<file path="config.mk">
export PLATFORM = sky130hd
export DESIGN_NAME = dram_rmw_bridge
export DESIGN_NICKNAME = d
export VERILOG_FILES = /design/src/rtl/dram_rmw_bridge_pkg.sv /design/src/rtl/dram_lane_align.sv /design/src/rtl/dram_rmw_bridge.sv
export SDC_FILE = /design/constraint.sdc
export NUM_CORES = 1
export LEC_CHECK = 0
export CAP_MARGIN = 20
export CORE_MARGIN = 5
export CORE_UTILIZATION = 40
export CTS_CLUSTER_SIZE = 28
export DETAILED_ROUTE_END_ITERATION = 6
export HOLD_SLACK_MARGIN = 0.05
export PLACE_DENSITY = 0.69
export REMOVE_ABC_BUFFERS = 1
export SLEW_MARGIN = 40
export SYNTH_ARGS = -nofsm -noshare
export SYNTH_HDL_FRONTEND = slang
export SYNTH_SLANG_ARGS = --single-unit
</file>
<file path="constraint.sdc">
create_clock -name CLK -period 4.1 [get_ports CLK]
set_input_delay 0.82 -clock CLK [delete_from_list [all_inputs] [get_ports CLK]]
set_output_delay 0.82 -clock CLK [all_outputs]
set_load 0.01 [all_outputs]
</file>
<file path="src/rtl/dram_rmw_bridge_pkg.sv">
// Shared encodings for the DRAM read-modify-write bridge: access size/sign codes,
// FSM states and the low-address alignment helpers.
package dram_rmw_bridge_pkg;

   localparam logic [2:0] LS_B  = 3'b000;
   localparam logic [2:0] LS_H  = 3'b001;
   localparam logic [2:0] LS_W  = 3'b010;
   localparam logic [2:0] LS_BU = 3'b100;
   localparam logic [2:0] LS_HU = 3'b101;

   typedef enum logic [1:0] {
      IDLE    = 2'd0,
      RD_CMD  = 2'd1,
      RD_WAIT = 2'd2,
      WR_CMD  = 2'd3
   } state_t;

   // Clears the low address bits a half or word access cannot legally use.
   function automatic logic [1:0] align_off(input logic [1:0] off, input logic [2:0] ctrl);
      case (ctrl)
         LS_H, LS_HU: return {off[1], 1'b0};
         LS_W:        return 2'b00;
         default:     return off;
      endcase
   endfunction

   function automatic logic misaligned(input logic [1:0] off, input logic [2:0] ctrl);
      return align_off(off, ctrl) != off;
   endfunction

endpackage

</file>
<file path="src/rtl/dram_lane_align.sv">
// Combinational lane logic: extracts a sign/zero-extended byte or half from a word,
// and merges right-aligned store data into the addressed lane of a word.
module dram_lane_align
   import dram_rmw_bridge_pkg::*;
(
   input  logic [31:0] word,
   input  logic [31:0] wdata,
   input  logic [1:0]  off,
   input  logic [2:0]  ctrl,
   output logic [31:0] extract,
   output logic [31:0] merge
);

   logic [7:0]  bsel;
   logic [15:0] hsel;

   always_comb begin
      bsel    = word[{off, 3'b000} +: 8];
      hsel    = word[{off[1], 4'b0000} +: 16];
      extract = word;
      merge   = wdata;
      case (ctrl)
         LS_B: begin
            extract = {{24{bsel[7]}}, bsel};
            merge   = word;
            merge[{off, 3'b000} +: 8] = wdata[7:0];
         end
         LS_BU: begin
            extract = {24'h000000, bsel};
            merge   = word;
            merge[{off, 3'b000} +: 8] = wdata[7:0];
         end
         LS_H: begin
            extract = {{16{hsel[15]}}, hsel};
            merge   = word;
            merge[{off[1], 4'b0000} +: 16] = wdata[15:0];
         end
         LS_HU: begin
            extract = {16'h0000, hsel};
            merge   = word;
            merge[{off[1], 4'b0000} +: 16] = wdata[15:0];
         end
         default: ;
      endcase
   end

endmodule

</file>
<file path="src/rtl/dram_rmw_bridge.sv">
// Converts byte/half/word core accesses into full-word DRAM controller commands,
// using read-modify-write for sub-word stores and a per-state command timeout.
module dram_rmw_bridge
   import dram_rmw_bridge_pkg::*;
#(
   parameter int MEM_AW      = 27,
   parameter int CMD_TIMEOUT = 255
) (
   input  logic              CLK,
   input  logic              RST_X,
   input  logic [31:0]       w_dram_addr,
   input  logic [31:0]       w_dram_wdata,
   input  logic              w_dram_we_t,
   input  logic              w_dram_le,
   input  logic [2:0]        w_dram_ctrl,
   output logic [31:0]       w_dram_odata,
   output logic              w_dram_busy,
   output logic [MEM_AW-3:0] mem_addr,
   output logic [31:0]       mem_wdata,
   output logic              mem_we,
   output logic              mem_re,
   input  logic              mem_ready,
   input  logic [31:0]       mem_rdata,
   input  logic              mem_rvalid,
   output logic              r_err
);

   localparam int CW = (CMD_TIMEOUT > 1) ? $clog2(CMD_TIMEOUT + 1) : 1;

   state_t            state, state_nx;
   logic [MEM_AW-1:0] addr_q;
   logic [31:0]       wdata_q, mem_wdata_q, odata_q;
   logic [2:0]        ctrl_q;
   logic              rmw_q, err_q;
   logic [CW-1:0]     cnt_q;
   logic [31:0]       ext_w, merge_w;
   logic              strobe, cmd_done, timeout;
   logic              unused_addr_hi;

   assign strobe         = w_dram_we_t | w_dram_le;
   assign unused_addr_hi = ^w_dram_addr[31:MEM_AW];

   dram_lane_align u_align (
      .word    (mem_rdata),
      .wdata   (wdata_q),
      .off     (addr_q[1:0]),
      .ctrl    (ctrl_q),
      .extract (ext_w),
      .merge   (merge_w)
   );

   always_comb begin
      state_nx = state;
      cmd_done = 1'b0;
      case (state)
         IDLE: begin
            // A simultaneous load strobe is dropped in favour of the write.
            if (w_dram_we_t)
               state_nx = (w_dram_ctrl == LS_W) ? WR_CMD : RD_CMD;
            else if (w_dram_le)
               state_nx = RD_CMD;
         end
         RD_CMD: if (mem_ready) begin
            cmd_done = 1'b1;
            state_nx = RD_WAIT;
         end
         RD_WAIT: if (mem_rvalid) begin
            cmd_done = 1'b1;
            state_nx = rmw_q ? WR_CMD : IDLE;
         end
         WR_CMD: if (mem_ready) begin
            cmd_done = 1'b1;
            state_nx = IDLE;
         end
         default: state_nx = IDLE;
      endcase
      timeout = (CMD_TIMEOUT != 0) && (state != IDLE) && !cmd_done &&
                (cnt_q == CW'(CMD_TIMEOUT - 1));
      if (timeout)
         state_nx = IDLE;
   end

   always_ff @(posedge CLK) begin
      if (!RST_X) begin
         state       <= IDLE;
         cnt_q       <= '0;
         addr_q      <= '0;
         wdata_q     <= '0;
         ctrl_q      <= '0;
         rmw_q       <= 1'b0;
         mem_wdata_q <= '0;
         odata_q     <= '0;
         err_q       <= 1'b0;
      end else begin
         state <= state_nx;
         cnt_q <= (state == IDLE || state_nx != state) ? '0 : cnt_q + CW'(1);
         if (state == IDLE && strobe) begin
            addr_q  <= {w_dram_addr[MEM_AW-1:2], align_off(w_dram_addr[1:0], w_dram_ctrl)};
            wdata_q <= w_dram_wdata;
            ctrl_q  <= w_dram_ctrl;
            rmw_q   <= w_dram_we_t && (w_dram_ctrl != LS_W);
            if (w_dram_we_t)
               mem_wdata_q <= w_dram_wdata;
            if (misaligned(w_dram_addr[1:0], w_dram_ctrl))
               err_q <= 1'b1;
         end
         if (state == RD_WAIT && mem_rvalid) begin
            if (rmw_q)
               mem_wdata_q <= merge_w;
            else
               odata_q <= ext_w;
         end
         if (timeout) begin
            err_q <= 1'b1;
            if (!rmw_q && state != WR_CMD)
               odata_q <= '1;
         end
      end
   end

   assign w_dram_busy  = (state != IDLE) | strobe;
   assign w_dram_odata = odata_q;
   assign mem_addr     = addr_q[MEM_AW-1:2];
   assign mem_wdata    = mem_wdata_q;
   assign mem_re       = (state == RD_CMD);
   assign mem_we       = (state == WR_CMD);
   assign r_err        = err_q;

endmodule

</file>
==> summary.md <==
| Metric | Value |
|---|---|
| Rel. slew slack | 51.7% |
| Post-synth EDFFs | 0 |
| Gates resized, CTS repair | 0 |
| Gate Count Post-Synth | 896 |
| Clk sinks | 138 |
| I/O Pins | 198 |
| Inserted Diodes | 0 |
| Drt initial violations | 638 |
| Largest stage delay on the critical path | 580 ps |
| Max Clk Rate | 340 MHz |
| Share of cells above drive strength 1 | 7.23% |
| HPWL after detailed placement | 16,400 microns |
| Post-Syn Area | 0.00712 sq mm |
| Async S/R FF share, synth | 0% |
| Post-DRT Antenna Nets | 0 |
| Setup slack, reg-to-reg | 1620 ps |
| Top delay family on crit path | buffers and inverters |
| Final Util | 55.0% |
| Nets@finish | 1,139 |
| Fin crit share | 71.7% |
| DRC Markers | 0 |
| Clk buf depth | 2 |
| Initial antenna violation count | 0 |
| Die width | 143 microns |
| Total grt overflow | 0 |
| Dpl cell area | 0.00896 sq mm |
| Unrepaired setup endpoints after global routing | false |
| CP most frequent cell | clkdlybuf4s50_1 |
| Fin crit period | 2940 ps |
| Ys flop type | dfxtp_1 |
| CP Data Required Time | 3280 ps |
| Synth Area per Inst | 7.95 sq um |
| Critical Path Start Type | primary input |
| Final WS setup | 1160 ps |
| Routed WL | 24,600 microns |
| Post-place setup slack | 1070 ps |
| Die footprint | 0.0206 sq mm |
| Synth-to-Final Area Change | 34.1% |
| CTS tree | done |
| Filler instances | 1,644 |
| Final slew viol count | 0 |
| Power, Total | 4.09 mW |
| Core Footprint | 0.0174 sq mm |
| Setup violators final | 0 |
| Hold slack | 451 ps |
| Total via count in the routed design | 7,101 |
| Least-Margin Pin Slew | 724 ps |
| Worst setup path class | primary input to output pin |
| Initial core utilization | 41.0% |
| Pleak | 3.62 nW |
| Commonest non-fill, non-tap cell in the layout | nand2_1 |
| CP cell instances | clkdlybuf4s50_1 > nor2_1 > nand2_1 > clkdlybuf4s50_1 |
| Area of the multi-input gates | 0.00381 sq mm |
| Worst reg2reg path depth | 5 |
| Via density per instance | 5.62 |
| Final Cell Area | 0.00955 sq mm |
| H-tree depth | 4 |
| Crit-path slowest cell | clkdlybuf4s50_1 |
| GP Congestion | 0.818 |
| Vias in the first global route | 6,822 |
| Global-route wire length before repair | 37,700 microns |
| Cell variety after synth | 52 |
| Setup Buffers After CTS | 0 |
| Routed WL per cell | 19.5 microns |
| Critical Path Stages | 4 |
| Post-CTS Hold Fix Bufs | 0 |
| Worst Clk Skew | 7.92 ps |
| Root Driver | clkbuf_16 |
| Row count | 48 |
| Yosys warns | 0 |
| Status | finished clean |
| Gr usage total | 23.4% |
| Total CTS buffers | 17 |
| Hold crit path type | flip-flop to flip-flop |
| Critical Path Sink Type | output pin |
| WP buf/inv | 2 |
| Largest net degree at the start of global routing | 65 |
| Seq/Total Area, Yosys | 38.8% |
| Count of final hold-check violations | 0 |
| Crit path max fanout | 5 |
| Chip height | 143 microns |
| Clk_lat worst skew | 430 ps |
| Port Buffer Count | 192 |
| CTS clock-pin slew for the worst setup and hold paths | 50 ps |
| Pwr per Cell Area | 428 mW/mm^2 |
| Register Area | 0.00276 sq mm |
| Most frequent cells in the layout | nand2_1 (238), clkdlybuf4s50_1 (191), dfxtp_1 (137) |
| Yosys reg bits | 138 |
| VDD IR max | 0.362 mV |
| 1st-pass router iterations | 6 |
| Hold path cells | 2 |
| CP arrival | 2120 ps |
| Max_cap viols | 0 |
[cells by family after synthesis]
family	after synthesis	synth area share (%)
buffers and inverters	112	7.97
flip-flops	138	38.8
multiplexers	30	5.92
AND/OR/NAND/NOR	345	20.9
XOR/XNOR	8	0.984
AO/OA/AOI/OAI	256	24.2
adder cells (fa/ha/maj)	7	1.23
[worst register-to-register path: cells and delay by family (launching register included)]
kind	cells	cell delay, ps
and+or+nand+nor	2	570
buffers and inverters	1	340
DFF	1	730
AOI/OAI and AO/OA	2	710
[synthesized netlist by cell type, drive strengths merged (2+ instances only)]
cell	instances	area share, %
o22ai	8	0.70
nor2b	12	1.1
and3	14	1.2
ha	7	1.2
nand2b	3	0.26
xor2	5	0.61
clkbuf	53	2.8
a21boi	30	3.2
buf	45	4.4
nor4bb	2	0.28
mux2i	17	2.4
o31ai	24	2.5
mux2	4	0.63
and2	4	0.35
o21ai	26	1.8
a22oi	13	1.4
mux4	9	2.8
nand3	31	2.2
nor2	25	1.3
o2111ai	8	0.98
inv	13	0.69
dfxtp	138	39
a311oi	4	0.49
nor3	2	0.14
nand2	238	13
a221oi	16	2.0
nor4	7	0.61
o311a	12	1.7
a211oi	6	0.70
xnor2	3	0.37
a22o	8	0.98
a221o	4	0.56
a21oi	92	6.7
[metrics by stage]
step | setup TNS [ps] | cells
3_3_place_gp | 0 | 1233
2_1_floorplan | -39090 | 798
5_1_grt | 0 | 1263
3_5_place_dp | 0 | 1233
6_report | 0 | 1263
4_1_cts | 0 | 1263
[registers in the layout, summed over array words and instances (netlist names)]
name and flops:
ctrl_q 3, r_err 1, state 2, mem_wdata 32
w_dram_odata 32, rmw_q 1, cnt_q 8, wdata_q 32
addr_q 27
[layer usage]
layer | global-route usage [%] | wire [microns] | vias to the layer above
li1 | - | - | 3404
met3 | 8.79 | 2950 | 46
met4 | 8.77 | 687 | 0
met1 | 29.7 | 10000 | 3311
met2 | 36.4 | 11000 | 340
met5 | 0 | 0 | -
[layout make-up]
cell class	instances	share of cell area, %
Clock inverter	7	0.943
Multi-Input combinational cell	646	39.9
Sequential cell	138	28.9
Clock buffer	23	5.21
Timing Repair Buffer	210	21.5
Inverter	14	0.550
Tap cell	225	2.95
[power by group]
| part | internal (mW) | total [mW] | switching [mW] |
|---|---|---|---|
| combinational | 0.444 | 0.989 | 0.546 |
| sequential | 1.46 | 1.56 | 0.0944 |
| clock | 0.966 | 1.54 | 0.574 |
[path summary, 6_finish.rpt]
path / startpoint / to
min: addr_q[14]$_SDFFE_PN0P_ / addr_q[14]$_SDFFE_PN0P_
max reg2reg: ctrl_q[0]$_SDFFE_PN0P_ / w_dram_odata[10]$_SDFF_PN0_
max: w_dram_we_t / w_dram_busy
min reg2reg: addr_q[14]$_SDFFE_PN0P_ / addr_q[14]$_SDFFE_PN0P_
Power figures use the tool's default switching activity.
==> RTL edit, RTL diff (same flow settings) <==
Set the parameter `CMD_TIMEOUT` to 510 (it was 255).
--- a/src/rtl/dram_rmw_bridge.sv
+++ b/src/rtl/dram_rmw_bridge.sv
@@ -4,7 +4,7 @@
    import dram_rmw_bridge_pkg::*;
 #(
    parameter int MEM_AW      = 27,
-   parameter int CMD_TIMEOUT = 255
+   parameter int CMD_TIMEOUT = 510
 ) (
    input  logic              CLK,
    input  logic              RST_X,
Check against the original RTL: same outputs for any inputs over 4 cycles, from zero or initial values and one cycle with RST_X low; that may be too few to reach the edited logic, so the function may still have changed.
==> RTL edit against the original RTL <==
  * Sequential cell count rose by 1
  * Largest cell class unchanged
  * Design area fell by 1.1%
  * Combinational power fell by 4.9%
  * Highest routed layer unchanged
  * Fmax rose by 0.15%
  * Setup slack improved by 0.0045 ns
  * Critical path depth did not move
  * Clock skew fell by 0.00064 ns
  * Area after synthesis fell by 2.5%
  * Synthesized cell count fell by 3.3%
  * Routed wire length fell by 4.7%
  * Total power rose by 1.8%
  * Sequential share of layout area rose by 0.57 points
==> RTL edit: results (changes against the original RTL) <==
* Routed vias at 6,830 (was 7,101)
* Detailed Routing Iterations Pass 1 at 5 (was 6)
* Status: complete, no violations (unchanged)
* Mean Syn Cell Area at 8.02 um2 (was 7.95 um2)
* Lkg Pwr at 3.32 nW (was 3.62 nW)
* 1st-iter DRT viols at 507 (was 638)
* Max Clock Skew at 0.00727 ns (was 0.00792 ns)
* M1 GR Usage at 0.303 (was 0.297)
* Met3 Track Usage GR at 0.0853 (was 0.0879)
* Detailed placement HPWL at 15,600 um (was 16,400 um)
* Vias in the first global route at 6,749 (was 6,822)
* Total length of routed wires at 23,500 um (was 24,600 um)
* Synth area leaders: dfxtp_1 40%, nand2_1 12%, a21oi_1 6.9% (was dfxtp_1 39%, nand2_1 13%, a21oi_1 6.2%)
* Placer Congestion at 0.807 (was 0.818)
* Total track usage at 0.234 (about the same)
* Largest net degree at the start of global routing at 65 (unchanged)
* Met2 global-route usage at 0.374 (was 0.364)
* Worst slew pin tran at 0.848 ns (was 0.724 ns)
* Share of cells above drive strength 1 at 0.0693 (was 0.0723)
* First-pass GRT wire length at 37,400 um (was 37,700 um)
* Nets at 1,110 (was 1,139)
* Worst R2R Setup Slack at 1.17 ns (was 1.62 ns)
* Cell variety after synth at 51 (was 52)
* Seq/Total Area, Yosys at 0.401 (was 0.388)
* Hold Slack at 0.451 ns (about the same)
==> RTL edit: path summary, 6_finish.rpt <==
check,start,end,cells past startpoint
worst max-delay path,w_dram_we_t,w_dram_busy,4
worst min-delay path,addr_q[17],addr_q[17],2
worst max register to register,addr_q[0],mem_wdata[27],7
worst min register to register,addr_q[17],addr_q[17],2
==> RTL edit: cell families (layout without fill, tap and decap cells) <==
logic type	Yosys count	after routing	synth area share
and+or+nand+nor	310	310	0.187
AOI/OAI and AO/OA	261	261	0.257
DFF	139	139	0.401
buffers and inverters	113	257	0.0800
muxes	27	27	0.0515
xor gates and xnor gates	9	9	0.0113
adders and majority gates	7	7	0.0126
==> RTL edit: stage by stage <==
step	setup slack [ns]	util	TNS [ns]	instance area [um2]
2_1_floorplan	-1.23	-	-41.64	6450
3_3_place_gp	1.09	0.513	0	8820
3_5_place_dp	1.07	0.514	0	8820
4_1_cts	1.16	0.550	0	9440
5_1_grt	1.03	0.550	0	9440
6_report	1.17	0.550	0	9440
==> RTL edit: area by class of cell <==
class                   count  area share
inverters                  16     0.00649
flip-flops and latches    139       0.295
multi-input cells         614       0.385
repair buffers            210       0.218
clock inverters             7      0.0146
well taps                 225      0.0298
clock buffers              24      0.0510
==> RTL edit: routing by layer <==
layer | vias up | routed length (um)
met2 | 251 | 10800
met3 | 29 | 2190
met1 | 3193 | 10100
li1 | 3357 | -
met4 | 0 | 320
met5 | - | 0
==> RTL edit: where the power goes <==
| part | switching, mW | internal (mW) | total [mW] |
|---|---|---|---|
| Combinational | 0.515 | 0.426 | 0.941 |
| Sequential | 0.109 | 1.47 | 1.58 |
| Clock | 0.576 | 1.06 | 1.64 |
| Total | 1.20 | 2.96 | 4.16 |
